$ cat src/rtl/lcd_defs.sv
`default_nettype none
// ============================================================================
// Package     : lcd_defs
// Description : HD44780 command bytes, sequencer state encoding, step helpers.
// Revision    : 1.0
// ============================================================================
package lcd_defs;

   typedef enum logic [2:0] {
      PWR_WAIT = 3'd0,
      ISSUE    = 3'd1,
      WAIT_RDY = 3'd2,
      CLR_WAIT = 3'd3,
      IDLE     = 3'd4
   } lcd_state_t;

   localparam logic [7:0] FUNC_SET = 8'h28;
   localparam logic [7:0] ENTRY    = 8'h06;
   localparam logic [7:0] DISP_ON  = 8'h0C;
   localparam logic [7:0] CLEAR    = 8'h01;
   localparam logic [7:0] LINE1    = 8'h80;
   localparam logic [7:0] LINE2    = 8'hC0;

   localparam logic [7:0] CHAR_SPACE = 8'h20;
   localparam int         BUF_DEPTH  = 32;
   localparam int         N_INIT     = 4;
   localparam int         N_REFRESH  = 34;
   localparam int         LINE2_STEP = 17;

   function automatic logic [7:0] init_cmd(input logic [1:0] idx);
      logic [7:0] cmd;
      case (idx)
         2'd0:    cmd = FUNC_SET;
         2'd1:    cmd = ENTRY;
         2'd2:    cmd = DISP_ON;
         default: cmd = CLEAR;
      endcase
      return cmd;
   endfunction

   // Refresh step 0 is the line-1 address command and step 17 the line-2 one,
   // so characters sit one or two steps above their buffer address.
   function automatic logic [4:0] step_to_addr(input logic [5:0] step);
      logic [5:0] a;
      if (step < 6'(LINE2_STEP)) a = step - 6'd1;
      else                       a = step - 6'd2;
      return a[4:0];
   endfunction

endpackage
`default_nettype wire

$ cat src/rtl/lcd_char_buf.sv
`default_nettype none
// ============================================================================
// Module      : lcd_char_buf
// Description : 32x8 character buffer, one write port, async read, space fill.
// Revision    : 1.0
// ============================================================================
module lcd_char_buf
   import lcd_defs::*;
(
   input  logic       clk,
   input  logic       rst_n,
   input  logic       i_wr_en,
   input  logic [4:0] i_wr_addr,
   input  logic [7:0] i_wr_data,
   input  logic [4:0] i_rd_addr,
   output logic [7:0] o_rd_data
);

   logic [7:0] r_mem [BUF_DEPTH];

   always_ff @(posedge clk or negedge rst_n) begin
      if (!rst_n) begin
         for (int i = 0; i < BUF_DEPTH; i++) begin
            r_mem[i] <= CHAR_SPACE;
         end
      end else if (i_wr_en) begin
         r_mem[i_wr_addr] <= i_wr_data;
      end
   end

   // Combinational read returns the pre-write value in a write cycle.
   assign o_rd_data = r_mem[i_rd_addr];

endmodule
`default_nettype wire

$ cat src/rtl/lcd_text_sequencer.sv
`default_nettype none
// ============================================================================
// Module      : lcd_text_sequencer
// Description : HD44780 power-on init plus two-line text refresh byte scheduler.
// Revision    : 1.0
// ============================================================================
module lcd_text_sequencer
   import lcd_defs::*;
#(
   parameter int T_PWR = 750000,
   parameter int T_CLR = 82000
)
(
   input  logic       clk,
   input  logic       rst_n,
   input  logic       wr_en,
   input  logic [4:0] wr_addr,
   input  logic [7:0] wr_data,
   input  logic       refresh,
   input  logic       cmd_ready,
   output logic       cmd_start,
   output logic       cmd_rs,
   output logic       cmd_rw,
   output logic [7:0] cmd_data,
   output logic       init_done,
   output logic       busy
);

   localparam int T_MAX   = (T_PWR > T_CLR) ? T_PWR : T_CLR;
   localparam int CNT_REQ = $clog2(T_MAX + 1);
   localparam int CNT_W   = (CNT_REQ > 20) ? CNT_REQ : 20;

   lcd_state_t       r_state, w_state_nxt;
   logic [CNT_W-1:0] r_cnt, w_cnt_nxt;
   logic [5:0]       r_step, w_step_nxt;
   logic             r_refresh, w_refresh_nxt;
   logic             r_pend, w_pend_nxt;
   logic             r_start, w_start_nxt;
   logic             r_rs, w_rs_nxt;
   logic [7:0]       r_data, w_data_nxt;
   logic             r_done, w_done_nxt;

   logic [4:0]       w_rd_addr;
   logic [7:0]       w_rd_data;
   logic [7:0]       w_byte;
   logic             w_byte_rs;

   lcd_char_buf u_buf (
      .clk       (clk),
      .rst_n     (rst_n),
      .i_wr_en   (wr_en),
      .i_wr_addr (wr_addr),
      .i_wr_data (wr_data),
      .i_rd_addr (w_rd_addr),
      .o_rd_data (w_rd_data)
   );

   // Byte belonging to the current step of the active list.
   always_comb begin
      w_rd_addr = 5'd0;
      w_byte    = 8'h00;
      w_byte_rs = 1'b0;
      if (!r_refresh) begin
         w_byte = init_cmd(r_step[1:0]);
      end else if (r_step == 6'd0) begin
         w_byte = LINE1;
      end else if (r_step == 6'(LINE2_STEP)) begin
         w_byte = LINE2;
      end else begin
         w_rd_addr = step_to_addr(r_step);
         w_byte    = w_rd_data;
         w_byte_rs = 1'b1;
      end
   end

   always_comb begin
      w_state_nxt   = r_state;
      w_cnt_nxt     = r_cnt;
      w_step_nxt    = r_step;
      w_refresh_nxt = r_refresh;
      w_pend_nxt    = r_pend | (refresh & (r_state != IDLE));
      w_start_nxt   = 1'b0;
      w_rs_nxt      = r_rs;
      w_data_nxt    = r_data;
      w_done_nxt    = r_done;

      case (r_state)
         PWR_WAIT: begin
            if (r_cnt == CNT_W'(T_PWR - 1)) begin
               w_state_nxt   = ISSUE;
               w_cnt_nxt     = '0;
               w_step_nxt    = 6'd0;
               w_refresh_nxt = 1'b0;
            end else begin
               w_cnt_nxt = r_cnt + 1'b1;
            end
         end

         ISSUE: begin
            if (cmd_ready) begin
               w_start_nxt = 1'b1;
               w_rs_nxt    = w_byte_rs;
               w_data_nxt  = w_byte;
               w_state_nxt = WAIT_RDY;
            end
         end

         // r_start is high only in the first WAIT_RDY cycle, when the sender
         // has not yet had a chance to drop cmd_ready.
         WAIT_RDY: begin
            if (!r_start && cmd_ready) begin
               if (!r_refresh && (r_step == 6'(N_INIT - 1))) begin
                  w_state_nxt = CLR_WAIT;
                  w_cnt_nxt   = '0;
               end else if (r_refresh && (r_step == 6'(N_REFRESH - 1))) begin
                  w_state_nxt = IDLE;
               end else begin
                  w_step_nxt  = r_step + 6'd1;
                  w_state_nxt = ISSUE;
               end
            end
         end

         CLR_WAIT: begin
            if (r_cnt == CNT_W'(T_CLR - 1)) begin
               w_done_nxt  = 1'b1;
               w_state_nxt = IDLE;
               w_cnt_nxt   = '0;
            end else begin
               w_cnt_nxt = r_cnt + 1'b1;
            end
         end

         IDLE: begin
            if (refresh || r_pend) begin
               w_pend_nxt    = 1'b0;
               w_refresh_nxt = 1'b1;
               w_step_nxt    = 6'd0;
               w_state_nxt   = ISSUE;
            end
         end

         default: begin
            w_state_nxt = PWR_WAIT;
            w_cnt_nxt   = '0;
         end
      endcase
   end

   always_ff @(posedge clk or negedge rst_n) begin
      if (!rst_n) begin
         r_state   <= PWR_WAIT;
         r_cnt     <= '0;
         r_step    <= 6'd0;
         r_refresh <= 1'b0;
         r_pend    <= 1'b0;
         r_start   <= 1'b0;
         r_rs      <= 1'b0;
         r_data    <= 8'h00;
         r_done    <= 1'b0;
      end else begin
         r_state   <= w_state_nxt;
         r_cnt     <= w_cnt_nxt;
         r_step    <= w_step_nxt;
         r_refresh <= w_refresh_nxt;
         r_pend    <= w_pend_nxt;
         r_start   <= w_start_nxt;
         r_rs      <= w_rs_nxt;
         r_data    <= w_data_nxt;
         r_done    <= w_done_nxt;
      end
   end

   assign cmd_start = r_start;
   assign cmd_rs    = r_rs;
   assign cmd_rw    = 1'b0;
   assign cmd_data  = r_data;
   assign init_done = r_done;
   assign busy      = (r_state != IDLE);

endmodule
`default_nettype wire
$ cat config.mk
export PLATFORM = sky130hd
export DESIGN_NAME = lcd_text_sequencer
export DESIGN_NICKNAME = d
export VERILOG_FILES = /design/src/rtl/lcd_defs.sv /design/src/rtl/lcd_char_buf.sv /design/src/rtl/lcd_text_sequencer.sv
export SDC_FILE = /design/constraint.sdc
export NUM_CORES = 1
export LEC_CHECK = 0
export ABC_CLOCK_PERIOD_IN_PS = 8400
export BUFFER_PORTS_ARGS = -buffer_cell sky130_fd_sc_hd__clkbuf_2
export CAP_MARGIN = 0
export CELL_PAD_IN_SITES_DETAIL_PLACEMENT = 1
export CELL_PAD_IN_SITES_GLOBAL_PLACEMENT = 1
export CORE_MARGIN = 5
export CORE_UTILIZATION = 55
export DETAILED_ROUTE_END_ITERATION = 10
export PLACE_DENSITY = 0.93
export SLEW_MARGIN = 20
export SYNTH_ARGS = -nofsm -noshare
export SYNTH_HDL_FRONTEND = slang
export SYNTH_SLANG_ARGS = --single-unit
$ cat constraint.sdc
create_clock -name clk -period 8.4 [get_ports clk]
set_clock_uncertainty 0.1 [all_clocks]
set_input_delay 0.42 -clock clk [delete_from_list [all_inputs] [get_ports clk]]
set_output_delay 0.42 -clock clk [all_outputs]
set_load 0.05 [all_outputs]
==> results of run 1 <==
[Yosys cell counts, drive strengths merged (7+ instances only)]
cell type,n,area share
clkbuf,48,0.012
and3,21,0.0089
nor3,11,0.0041
mux4,9,0.014
mux2,263,0.20
ha,10,0.0085
dfrtp,266,0.45
a311oi,7,0.0042
a31oi,12,0.0051
o21ai,39,0.013
a21oi,27,0.0094
buf,37,0.016
a211oi,7,0.0039
nor2b,7,0.0030
mux2i,38,0.026
nor2,59,0.015
nand4,10,0.0043
inv,9,0.0023
nand2,193,0.049
dfstp,32,0.057
nand3,71,0.024
[stage by stage]
stage	hold slack [ns]	util	instance area [um^2]	power [mW]
6_report	0.0352	0.614	16100	4.59
5_1_grt	0.0581	0.614	16100	4.77
4_1_cts	0.0354	0.614	16100	4.56
3_5_place_dp	0.357	0.572	15000	3.04
3_3_place_gp	0.340	0.572	15000	2.94
2_1_floorplan	0.0244	-	14700	2.65
[cell usage in the layout, fill, tap and decap left out, drive strengths merged, types with 7 or more instances in the layout]
master / instances
a31oi: 12
dfrtp: 266
o21ai: 39
a21oi: 27
a311oi: 7
nor2: 59
nor2b: 7
dfstp: 32
mux2i: 38
buf: 11
and3: 21
clkbuf: 75
inv: 9
mux2: 263
nor3: 11
a211oi: 7
nand4: 10
mux4: 9
ha: 10
nand2: 193
nand3: 71
[power breakdown]
group | switching (mW) | internal, mW | total [mW]
logic | 0.718 | 0.444 | 1.16
clock network | 0.602 | 0.880 | 1.48
registers | 0.213 | 1.73 | 1.95
[cell families (layout without fill, tap and decap cells)]
group                    Yosys count  count (layout)  share of synthesized area
multiplexers                     310             310                      0.241
AO/OA/AOI/OAI                    153             153                     0.0733
XOR/XNOR                           5               5                    0.00298
other                              1               1                   0.000255
flip-flops                       298             298                      0.510
AND/OR/NAND/NOR                  421             421                      0.134
adder cells (fa/ha/maj)           10              10                    0.00851
buffers and inverters             95             107                     0.0305
[worst reg2reg max path, stage by stage, from the launching register on]
cell and delay [ns]:
dfrtp_1 0.47, inv_1 0.22, ha_1 0.39, or4b_1 0.52, a21oi_2 0.28, o21a_4 0.60
buf_4 0.62, mux4_2 0.58, nor2_1 0.15, a2111oi_0 0.12, a2111oi_0 0.43, a21oi_1 0.12
[routing by layer]
metal	routed length (um)	share of wire	track usage
met5	47	0.00097	0
met4	2440	0.051	0.144
met3	4470	0.093	0.0772
met2	23000	0.48	0.519
met1	18300	0.38	0.405
[worst min-delay path by stage]
stage / to / slack (ns) / cells past startpoint
floorplan: cmd_data[0] / 0.02 / 0
global placement: init_done / 0.34 / 1
detailed placement: init_done / 0.36 / 1
CTS: r_pend / 0.04 / 3
global route: r_pend / 0.06 / 3
finish: r_pend / 0.04 / 3
[area by class of cell]
class                           count  area (um^2)
Clock buffer                       47          926
Clock inverter                     10          159
Fill cell                        2635        10100
Inverter                           10         37.5
Multi-Input combinational cell    900         6800
Sequential cell                   298         7500
Tap cell                          335          419
Timing Repair Buffer               40          253
[sequential cells by signal, indices dropped and copies added (netlist names)]
| register | cells |
|---|---|
| u_buf.r_mem | 256 |
| r_cnt | 20 |
| cmd_data | 8 |
| r_step | 6 |
| r_state | 3 |
| cmd_rs | 1 |
| cmd_start | 1 |
| init_done | 1 |
| r_pend | 1 |
| r_refresh | 1 |
==> reports/metrics.yaml, run 1 <==
worst_setup_path:
  crit_buf_inv: 2
  r2r_slack_ns: 3.65
  critPathMaxFanout: 42
  path_class: "flop to flop"
  reg2reg_from: "r_step[1]"
  cp-start-kind: "flop"
  cp_slowest_cell: "o21a_4"
  cp.depth: 11
  crit_start: "r_step[1]"
  r2r_end: "cmd_data[2]"
  worstPathRequired_ns: 8.72
  crit_path_max_incr_delay_ns: 0.60
  worstSetupEndpointType: "flop"
  rr_worst_depth: 11
  crit_top_cell: "a2111oi_0"
  cp_top_family: "compound AO/OA/AOI/OAI gates"
  critical_path.cell_chain: "inv_1 -> ha_1 -> or4b_1 -> a21oi_2 -> o21a_4 -> buf_4 -> mux4_2 -> nor2_1 -> a2111oi_0 -> a2111oi_0 -> a21oi_1"
  crit_end: "cmd_data[2]"
  cp.arrival_ns: 5.07
sta:
  hold_violations: 0
  fin_crit_sh: 0.565
  tightest_slew_ns: 1.16
  setup_tns_ns: 0
  worst_slack_ns: 3.65
  drv_slew: 0
  rsz0062_at_grt: "no"
  min_period_ns: 4.75
  setup_viol: 0
  slew_headroom: 0.221
  max_freq_mhz: 211
layout:
  layout.nets: 1309
  fin_cells: 1640
  diodes: 0
  drive_gt1_frac: 0.317
  area_growth_pct: 9.42
place:
  dpl.hpwl_um: 27900
  gp_congestion: 0.940
  preCtsSetupSlack_ns: 3.89
  portBuffers: 29
  placed_cells: 1582
logic_synthesis:
  postSynthCellCount: 1293
  syn_nets: 1321
  yosys_warnings: 0
  ys.flop_type: "dfrtp_1"
  ys_async_sr_fraction: 1.00
  synth-edff-count: 0
  synth.yosys.seq_area_share: 0.510
  syn_area_per_cell_um2: 11.4
  netlist_area_um2: 14700
  synth_cell_types: 79
  synth-seq-cells: 298
cts:
  clk_latency_ns: 0.58
  clk_path_buf_depth: 3
  cts.sink_count: 298
  clock-root-buffer: "clkbuf_16"
  hold_buffers: 1
  htree_levels: 1
  cts_resized: 0
  clkSlewWorstSetupHoldPaths_ns: 0.06
  cts_tree: "built"
  cts_buffers: 31
  post_cts_buffers: 0
power:
  p_per_area_nw_per_um2: 285
  vdd_drop_max_mv: 0.173
  leakagePower_nw: 7.05
grt:
  antenna_found_initial: 2
  grt_max_degree: 174
  grt.total_usage: 0.318
  grt_pass1_vias: 12392
  grt_overflow: 0
  grt_pass1_wl_um: 75500
drt:
  via_count: 11343
  ant_nets: 0
  drtIter0Drc: 1081
  wirelength_um: 48300
  wire_per_inst_um: 29.4
  drc: 0
  first_pass_iters: 5
  vias_per_cell: 6.92
min_path:
  min_path_type: "primary input to flop"
  hold_start: "refresh"
floorplanning:
  floorplan.die_area_um2: 30100
  rows: 59
  start_util: 0.561
  die_x_um: 174
  die_y_um: 174
  core_region_area_um2: 26200
  ios: 31
job:
  drv_cap: 0
status:
  status: "complete, no violations"
Power figures use the tool's default switching activity.
==> run 2: changes to the inputs <==
--- a/config.mk
+++ b/config.mk
@@ -5,15 +5,16 @@
 export SDC_FILE = /design/constraint.sdc
 export NUM_CORES = 1
 export LEC_CHECK = 0
-export ABC_CLOCK_PERIOD_IN_PS = 8400
+export ABC_AREA = 1
+export ABC_CLOCK_PERIOD_IN_PS = 4400
 export BUFFER_PORTS_ARGS = -buffer_cell sky130_fd_sc_hd__clkbuf_2
 export CAP_MARGIN = 0
 export CELL_PAD_IN_SITES_DETAIL_PLACEMENT = 1
 export CELL_PAD_IN_SITES_GLOBAL_PLACEMENT = 1
 export CORE_MARGIN = 5
-export CORE_UTILIZATION = 55
+export CORE_UTILIZATION = 48
 export DETAILED_ROUTE_END_ITERATION = 10
-export PLACE_DENSITY = 0.93
+export PLACE_DENSITY = 0.89
 export SLEW_MARGIN = 20
 export SYNTH_ARGS = -nofsm -noshare
 export SYNTH_HDL_FRONTEND = slang
==> constraint.sdc (replaced) <==
create_clock -name clk -period 4.4 [get_ports clk]
set_clock_uncertainty 0.1 [all_clocks]
set_input_delay 0.22 -clock clk [delete_from_list [all_inputs] [get_ports clk]]
set_output_delay 0.22 -clock clk [all_outputs]
set_load 0.05 [all_outputs]
==> run 2 against run 1 <==
  * Via count rose by 15%
  * Area after synthesis fell by 1.1%
  * Largest cell class unchanged
  * Die area rose by 13%
==> reports/metrics.yaml, run 2 <==
status:
  status: "complete, no violations"  # unchanged
cts:
  cts_resized: 0  # unchanged
  hold_buffers: 7  # was 1
  clkSlewWorstSetupHoldPaths_ns: 0.06  # about the same
  htree_levels: 2  # was 1
  cts_tree: "built"  # unchanged
  clk_path_buf_depth: 3  # unchanged
  clock-root-buffer: "clkbuf_16"  # unchanged
  clk_latency_ns: 0.52  # was 0.58 ns
  cts.sink_count: 298  # unchanged
  cts_buffers: 35  # was 31
  post_cts_buffers: 0  # unchanged
logic_synthesis:
  synth_cell_types: 51  # was 79
  synthMuxAreaShare: 0  # was 0.241
  synth_top_area_share: 0.458  # was 0.453
  ys.flop_type: "dfrtp_1"  # unchanged
  ys_async_sr_fraction: 1.00  # unchanged
  synth_largest_area_cell: "dfrtp_1"  # unchanged
  synth_area_leaders: "dfrtp_1, nand2_1, o21ai_0"  # was dfrtp_1, mux2_2, dfstp_2
  ys_top_cells_by_count: "nand2_1, dfrtp_1, o21ai_0"  # was dfrtp_1, mux2_2, nand2_1
  netlist_area_um2: 14500  # was 14700 um^2
  yosys_warnings: 0  # unchanged
  synth_fa_ha_area_frac: 0.00861  # was 0.00851
  postSynthCellCount: 1838  # was 1293
  synth-edff-count: 0  # unchanged
  synth-seq-cells: 298  # unchanged
  synth.yosys.seq_area_share: 0.516  # was 0.510
  syn_area_per_cell_um2: 7.91  # was 11.4 um^2
  synth.most_common_cell: "nand2_1"  # was dfrtp_1
  synth_top_family_by_area: "simple AND/OR/NAND/NOR gates"  # was multiplexers
  synth_compound_area_frac: 0.118  # was 0.0733
  syn_nets: 1866  # was 1321
  synthXorXnorAreaFrac: 0.00120  # was 0.00298
  synth-simple-area-share: 0.287  # was 0.134
grt:
  grt_pass1_wl_um: 75000  # was 75500 um
  grt_max_degree: 106  # was 174
  grt_pass1_vias: 13929  # was 12392
  grt_overflow: 0  # unchanged
  antenna_found_initial: 0  # was 2
  grt.total_usage: 0.275  # was 0.318
worst_setup_path:
  path_class: "flop to flop"  # unchanged
  worstPathRequired_ns: 4.70  # was 8.72 ns
  cp-start-kind: "flop"  # unchanged
  cp.arrival_ns: 3.86  # was 5.07 ns
  worstSetupEndpointType: "flop"  # unchanged
  critPathMaxFanout: 18  # was 42
layout:
  final_common_cell: "nand2_1"  # was dfrtp_1
  fin_cells: 2242  # was 1640
  fillers: 3627  # was 2635
  area_growth_pct: 10.8  # was 9.42%
  drive_gt1_frac: 0.0940  # was 0.317
  design_area_um2: 16100  # about the same
  layout_common_cells: "nand2_1, dfrtp_1, o21ai_0"  # was dfrtp_1, mux2_2, nand2_1
  max_flop_register: "u_buf.r_mem"  # unchanged
  diodes: 0  # unchanged
  layout.nets: 1855  # was 1309
  largest_reg_flops: 256  # unchanged
drt:
  drtIter0Drc: 1026  # was 1081
  wirelength_um: 46100  # was 48300 um
  first_pass_iters: 5  # unchanged
  ant_nets: 0  # unchanged
  vias_per_cell: 5.82  # was 6.92
  drc: 0  # unchanged
  wire_per_inst_um: 20.6  # was 29.4 um
  via_count: 13057  # was 11343
place:
  placed_cell_area_um2: 14900  # was 15000 um^2
  dpl.hpwl_um: 29300  # was 27900 um
  placed_cells: 2173  # was 1582
  preCtsSetupSlack_ns: 1.02  # was 3.89 ns
  gp_congestion: 0.909  # was 0.940
  portBuffers: 29  # unchanged
sta:
  tightest_slew_ns: 0.983  # was 1.16 ns
  min_period_ns: 3.56  # was 4.75 ns
  worst_slack_ns: 0.841  # was 3.65 ns
  rsz0062_at_grt: "no"  # unchanged
  setup_tns_ns: 0  # unchanged
  setup_viol: 0  # unchanged
  drv_slew: 0  # unchanged
  hold_violations: 0  # unchanged
  slew_headroom: 0.341  # was 0.221
  max_freq_mhz: 281  # was 211 MHz
  fin_crit_sh: 0.809  # was 0.565
floorplanning:
  ios: 31  # unchanged
  rows: 63  # was 59
  floorplan.die_area_um2: 33900  # was 30100 um^2
  die_y_um: 184  # was 174 um
  core_region_area_um2: 29800  # was 26200 um^2
  die_x_um: 184  # was 174 um
  start_util: 0.488  # was 0.561
power:
  netSwitchingPower_mw: 2.83  # was 1.53 mW
  power_frac_comb: 0.226  # was 0.253
  p_per_area_nw_per_um2: 528  # was 285 nW/um^2
  power.internal_mw: 5.67  # was 3.06 mW
  clkPwrFrac: 0.343  # was 0.323
  leakagePower_nw: 7.37  # was 7.05 nW
  seqPwrFrac: 0.431  # was 0.424
  sw_frac_of_total: 0.333  # was 0.334
  fin_total_pwr_mw: 8.51  # was 4.59 mW
  vdd_drop_max_mv: 0.313  # was 0.173 mV
job:
  drv_cap: 0  # unchanged
min_path:
  min_path_type: "primary input to flop"  # unchanged
-- run 2: cell types whose count changed after synthesis, moves of 38 or more --
cell and change:
inv_1 +105, nand3_1 +148, mux2i_1 -38, mux2_2 -263, nand2_1 +436, o21ai_0 +226
-- run 2: final timing paths --
path / startpoint / end / slack [ns] / depth (start not counted)
hold / removal: wr_data[5] / u_buf.r_mem[69] / 0.20 / 4
max in group asynchronous: rst_n / u_buf.r_mem[5] / 2.83 / 3
min in group asynchronous: rst_n / u_buf.r_mem[177] / 0.29 / 2
hold reg to reg: init_done / init_done / 0.38 / 1
setup / recovery: r_step[1] / cmd_data[3] / 0.84 / 18
setup reg to reg: r_step[1] / cmd_data[3] / 0.84 / 18
-- run 2: per-stage QoR --
step	utilization	hold WS, ns
6_report	0.541	0.202
3_5_place_dp	0.500	0.252
2_1_floorplan	-	-0.176
5_1_grt	0.541	0.218
4_1_cts	0.541	0.181
3_3_place_gp	0.500	0.242
-- run 2: kinds of logic after synthesis --
kind of cell    count (synthesis)
xor+xnor                        2
simple gates                  974
fa+ha+maj                      10
flops                         298
compound gates                328
buf+inv                       225
other cells                     1
-- run 2: worst max-delay path: stages (launching register included) --
cell and delay [ns]:
dfrtp_1 0.43, inv_1 0.28, ha_1 0.28, inv_1 0.08, nor2_1 0.14, nand2_2 0.09, nand2_2 0.12, nand2_1 0.07
o21ai_1 0.21, inv_1 0.10, nand2_2 0.39, buf_4 0.31, nand3_1 0.11, nand3_1 0.12, nand3_1 0.15, nand3_1 0.20
nand3_1 0.09, o21ai_1 0.09, inv_1 0.06
-- run 2: layout make-up --
type                            instances  area (um^2)  share of cell area
Inverter                              119          447              0.0277
Sequential cell                       298         7500               0.465
Clock inverter                         10          128             0.00792
Clock buffer                           52         1020              0.0635
Multi-Input combinational cell       1315         6070               0.377
Timing Repair Buffer                   58          453              0.0281
Tap cell                              390          488              0.0303
-- run 2: power groups by stage --
stage / sequential, mW / clock [mW] / combinational [mW]
after floorplan: 3.67 / 0 / 1.22
after global placement: 3.66 / 0 / 1.75
after detailed placement: 3.68 / 0 / 1.87
after CTS: 3.65 / 2.97 / 1.92
after global routing: 3.71 / 3.10 / 2.14
final: 3.66 / 2.92 / 1.92
-- run 2: layer usage --
metal  part of all wire  vias to the layer above  global-route usage
li1                   -                     5983                   -
met1               0.42                     6553               0.365
met2               0.48                      415               0.459
met3              0.063                      106              0.0485
met4              0.031                        0              0.0902
met5                  0                        -                   0
==> run 3: changes to the inputs <==
--- a/config.mk
+++ b/config.mk
@@ -5,16 +5,16 @@
 export SDC_FILE = /design/constraint.sdc
 export NUM_CORES = 1
 export LEC_CHECK = 0
-export ABC_AREA = 1
-export ABC_CLOCK_PERIOD_IN_PS = 4400
+export ABC_AREA = 0
+export ABC_CLOCK_PERIOD_IN_PS = 3400
 export BUFFER_PORTS_ARGS = -buffer_cell sky130_fd_sc_hd__clkbuf_2
 export CAP_MARGIN = 0
 export CELL_PAD_IN_SITES_DETAIL_PLACEMENT = 1
 export CELL_PAD_IN_SITES_GLOBAL_PLACEMENT = 1
 export CORE_MARGIN = 5
-export CORE_UTILIZATION = 48
+export CORE_UTILIZATION = 51
 export DETAILED_ROUTE_END_ITERATION = 10
-export PLACE_DENSITY = 0.89
+export PLACE_DENSITY = 0.87
 export SLEW_MARGIN = 20
 export SYNTH_ARGS = -nofsm -noshare
 export SYNTH_HDL_FRONTEND = slang
==> constraint.sdc (replaced) <==
create_clock -name clk -period 3.4 [get_ports clk]
set_clock_uncertainty 0.1 [all_clocks]
set_input_delay 0.17 -clock clk [delete_from_list [all_inputs] [get_ports clk]]
set_output_delay 0.17 -clock clk [all_outputs]
set_load 0.05 [all_outputs]
==> run 3 against run 2 <==
  * The flow now finishes with violations (negative setup slack)
  * Sequential share of layout area is 2.3 points lower
  * Worst setup slack got worse by 0.88 ns
  * First-iteration DRC count rose by 53%
  * Clock-buffer cell count grew 5
  * Critical endpoint is now cmd_data[2]
  * Largest cell class unchanged
  * Highest routed layer unchanged
==> reports/metrics.yaml, run 3 (same netlist as run 1, synthesis figures left out) <==
power:
  vdd_drop_max_mv: 0.326  # was 0.313 mV
  seqPwrFrac: 0.405  # was 0.431
  p_per_area_nw_per_um2: 704  # was 528 nW/um^2
  leakagePower_nw: 7.50  # was 7.37 nW
  netSwitchingPower_mw: 4.15  # was 2.83 mW
  power_frac_comb: 0.275  # was 0.226
  fin_total_pwr_mw: 11.9  # was 8.51 mW
  power.internal_mw: 7.78  # was 5.67 mW
  sw_frac_of_total: 0.348  # was 0.333
  clkPwrFrac: 0.319  # was 0.343
status:
  status: "finished with violations"  # was complete, no violations
  failed_checks: "negative setup slack"
place:
  dpl.hpwl_um: 30300  # was 29300 um
  preCtsSetupSlack_ns: -0.0950  # was 1.02 ns
  gp_congestion: 0.916  # was 0.909
  portBuffers: 29  # unchanged
layout:
  layout_common_cells: "dfrtp_1, mux2_2, nand2_1"  # was nand2_1, dfrtp_1, o21ai_0
  drive_gt1_frac: 0.360  # was 0.0940
  final_common_cell: "dfrtp_1"  # was nand2_1
  layout.nets: 1383  # was 1855
  max_flop_register: "u_buf.r_mem"  # unchanged
  largest_reg_flops: 256  # unchanged
  area_growth_pct: 15.3  # was 10.8%
drt:
  wl_met1_um: 20600  # was 19500 um
  dr_wl_met3_um: 5180  # was 2920 um
  first_pass_iters: 5  # unchanged
  via_count: 12021  # was 13057
  ant_nets: 0  # unchanged
  wirelength_um: 54300  # was 46100 um
  wire_per_inst_um: 30.7  # was 20.6 um
  routed-wl-met2_um: 25300  # was 22300 um
  drtIter0Drc: 1572  # was 1026
  vias_per_cell: 6.80  # was 5.82
  highest_layer: "met4"  # unchanged
  drc: 0  # unchanged
worst_setup_path:
  worstPathRequired_ns: 3.67  # was 4.70 ns
  critPathMaxFanout: 21  # was 18
  worstSetupEndpointType: "flop"  # unchanged
  path_class: "flop to flop"  # unchanged
  cp.arrival_ns: 3.71  # was 3.86 ns
  cp-start-kind: "flop"  # unchanged
cts:
  htree_levels: 2  # unchanged
  cts_buffers: 35  # unchanged
  cts.sink_count: 298  # unchanged
  clk_path_buf_depth: 3  # unchanged
  clkSlewWorstSetupHoldPaths_ns: 0.05  # was 0.06 ns
  cts_tree: "built"  # unchanged
  clock-root-buffer: "clkbuf_16"  # unchanged
  clk_latency_ns: 0.54  # was 0.52 ns
sta:
  setup_viol: 2  # was 0
  min_period_ns: 3.44  # was 3.56 ns
  slew_headroom: 0.208  # was 0.341
  worst_slack_ns: -0.0361  # was 0.841 ns
  fin_crit_sh: 1.01  # was 0.809
  drv_slew: 0  # unchanged
  tightest_slew_ns: 1.18  # was 0.983 ns
  hold_violations: 0  # unchanged
  max_freq_mhz: 291  # was 281 MHz
grt:
  grt_overflow: 0  # unchanged
  grt_pass1_vias: 12947  # was 13929
  grt.total_usage: 0.310  # was 0.275
  antenna_found_initial: 1  # was 0
  grt_max_degree: 85  # was 106
  grt_pass1_wl_um: 79100  # was 75000 um
floorplanning:
  floorplan.die_area_um2: 32300  # was 33900 um^2
  core_region_area_um2: 28600  # was 29800 um^2
  ios: 31  # unchanged
  rows: 62  # was 63
  die_y_um: 180  # was 184 um
  die_x_um: 180  # was 184 um
  start_util: 0.514  # was 0.488
min_path:
  min_path_type: "primary input to asynchronous set/reset pin"  # was primary input to flop
job:
  drv_cap: 0  # unchanged
[run 3: power by group through the flow]
stage / combinational (mW) / clock [mW] / sequential, mW
finish: 3.28 / 3.81 / 4.84
CTS: 3.05 / 3.77 / 4.76
global placement: 2.75 / 0 / 4.71
floorplan: 1.82 / 0 / 4.73
global route: 3.46 / 3.98 / 4.86
detailed placement: 2.91 / 0 / 4.78
[run 3: repair_timing]
| item | in CTS | in global routing |
|---|---|---|
| hold buffers | 2 | 0 |
| pin swaps | 1 | 4 |
| gates resized for setup | 9 | 17 |
| buffers inserted | 6 | 8 |
| endpoints found under the hold margin | 83 | 0 |
| gates cloned | 1 | 1 |
| endpoints found under the setup margin | 6 | 8 |
[run 3: worst paths after layout]
kind,startpoint,slack (ns),to,cells past startpoint
setup / recovery,r_step[0],-0.04,cmd_data[2],12
max in group asynchronous,rst_n,2.06,u_buf.r_mem[5],3
hold reg to reg,init_done,0.36,init_done,1
setup reg to reg,r_step[0],-0.04,cmd_data[2],12
hold / removal,rst_n,0.12,u_buf.r_mem[187],2
min in group clk,cmd_ready,0.14,cmd_rs,4
[run 3: per-stage QoR]
stage	instance area [um^2]	TNS, ns	util	cells	hold slack (ns)
2_1_floorplan	14700	0	-	1293	-0.226
3_3_place_gp	15500	0	0.543	1684	0.103
3_5_place_dp	15500	-0.257	0.543	1684	0.108
4_1_cts	16800	0	0.586	1757	0.114
5_1_grt	17000	-0.350	0.592	1766	0.153
6_report	17000	-0.0378	0.592	1767	0.123
[run 3: area by class of cell]
type | instances | area, um^2
antenna | 1 | 2.50
fill | 2908 | 11700
tap | 384 | 480
multi-input combinational | 901 | 6920
timing repair buffer | 109 | 891
sequential | 298 | 7500
inverter | 10 | 37.5
clock inverter | 7 | 78.8
clock buffer | 57 | 1050
[run 3: metal layers]
layer	vias up	global-route usage
li1	4779	-
met1	6131	0.389
met2	833	0.493
met3	278	0.0825
met4	0	0.164
met5	-	0
[run 3: critical path, cell delays in order, from the launching register on]
cell and delay [ns]:
dfrtp_1 0.40, inv_2 0.13, ha_4 0.16, or4b_4 0.50
a21oi_4 0.21, o21a_4 0.24, buf_12 0.21, buf_4 0.23
nand3_1 0.13, nand3_1 0.11, a21oi_1 0.15, a2111oi_0 0.57
a21oi_1 0.14
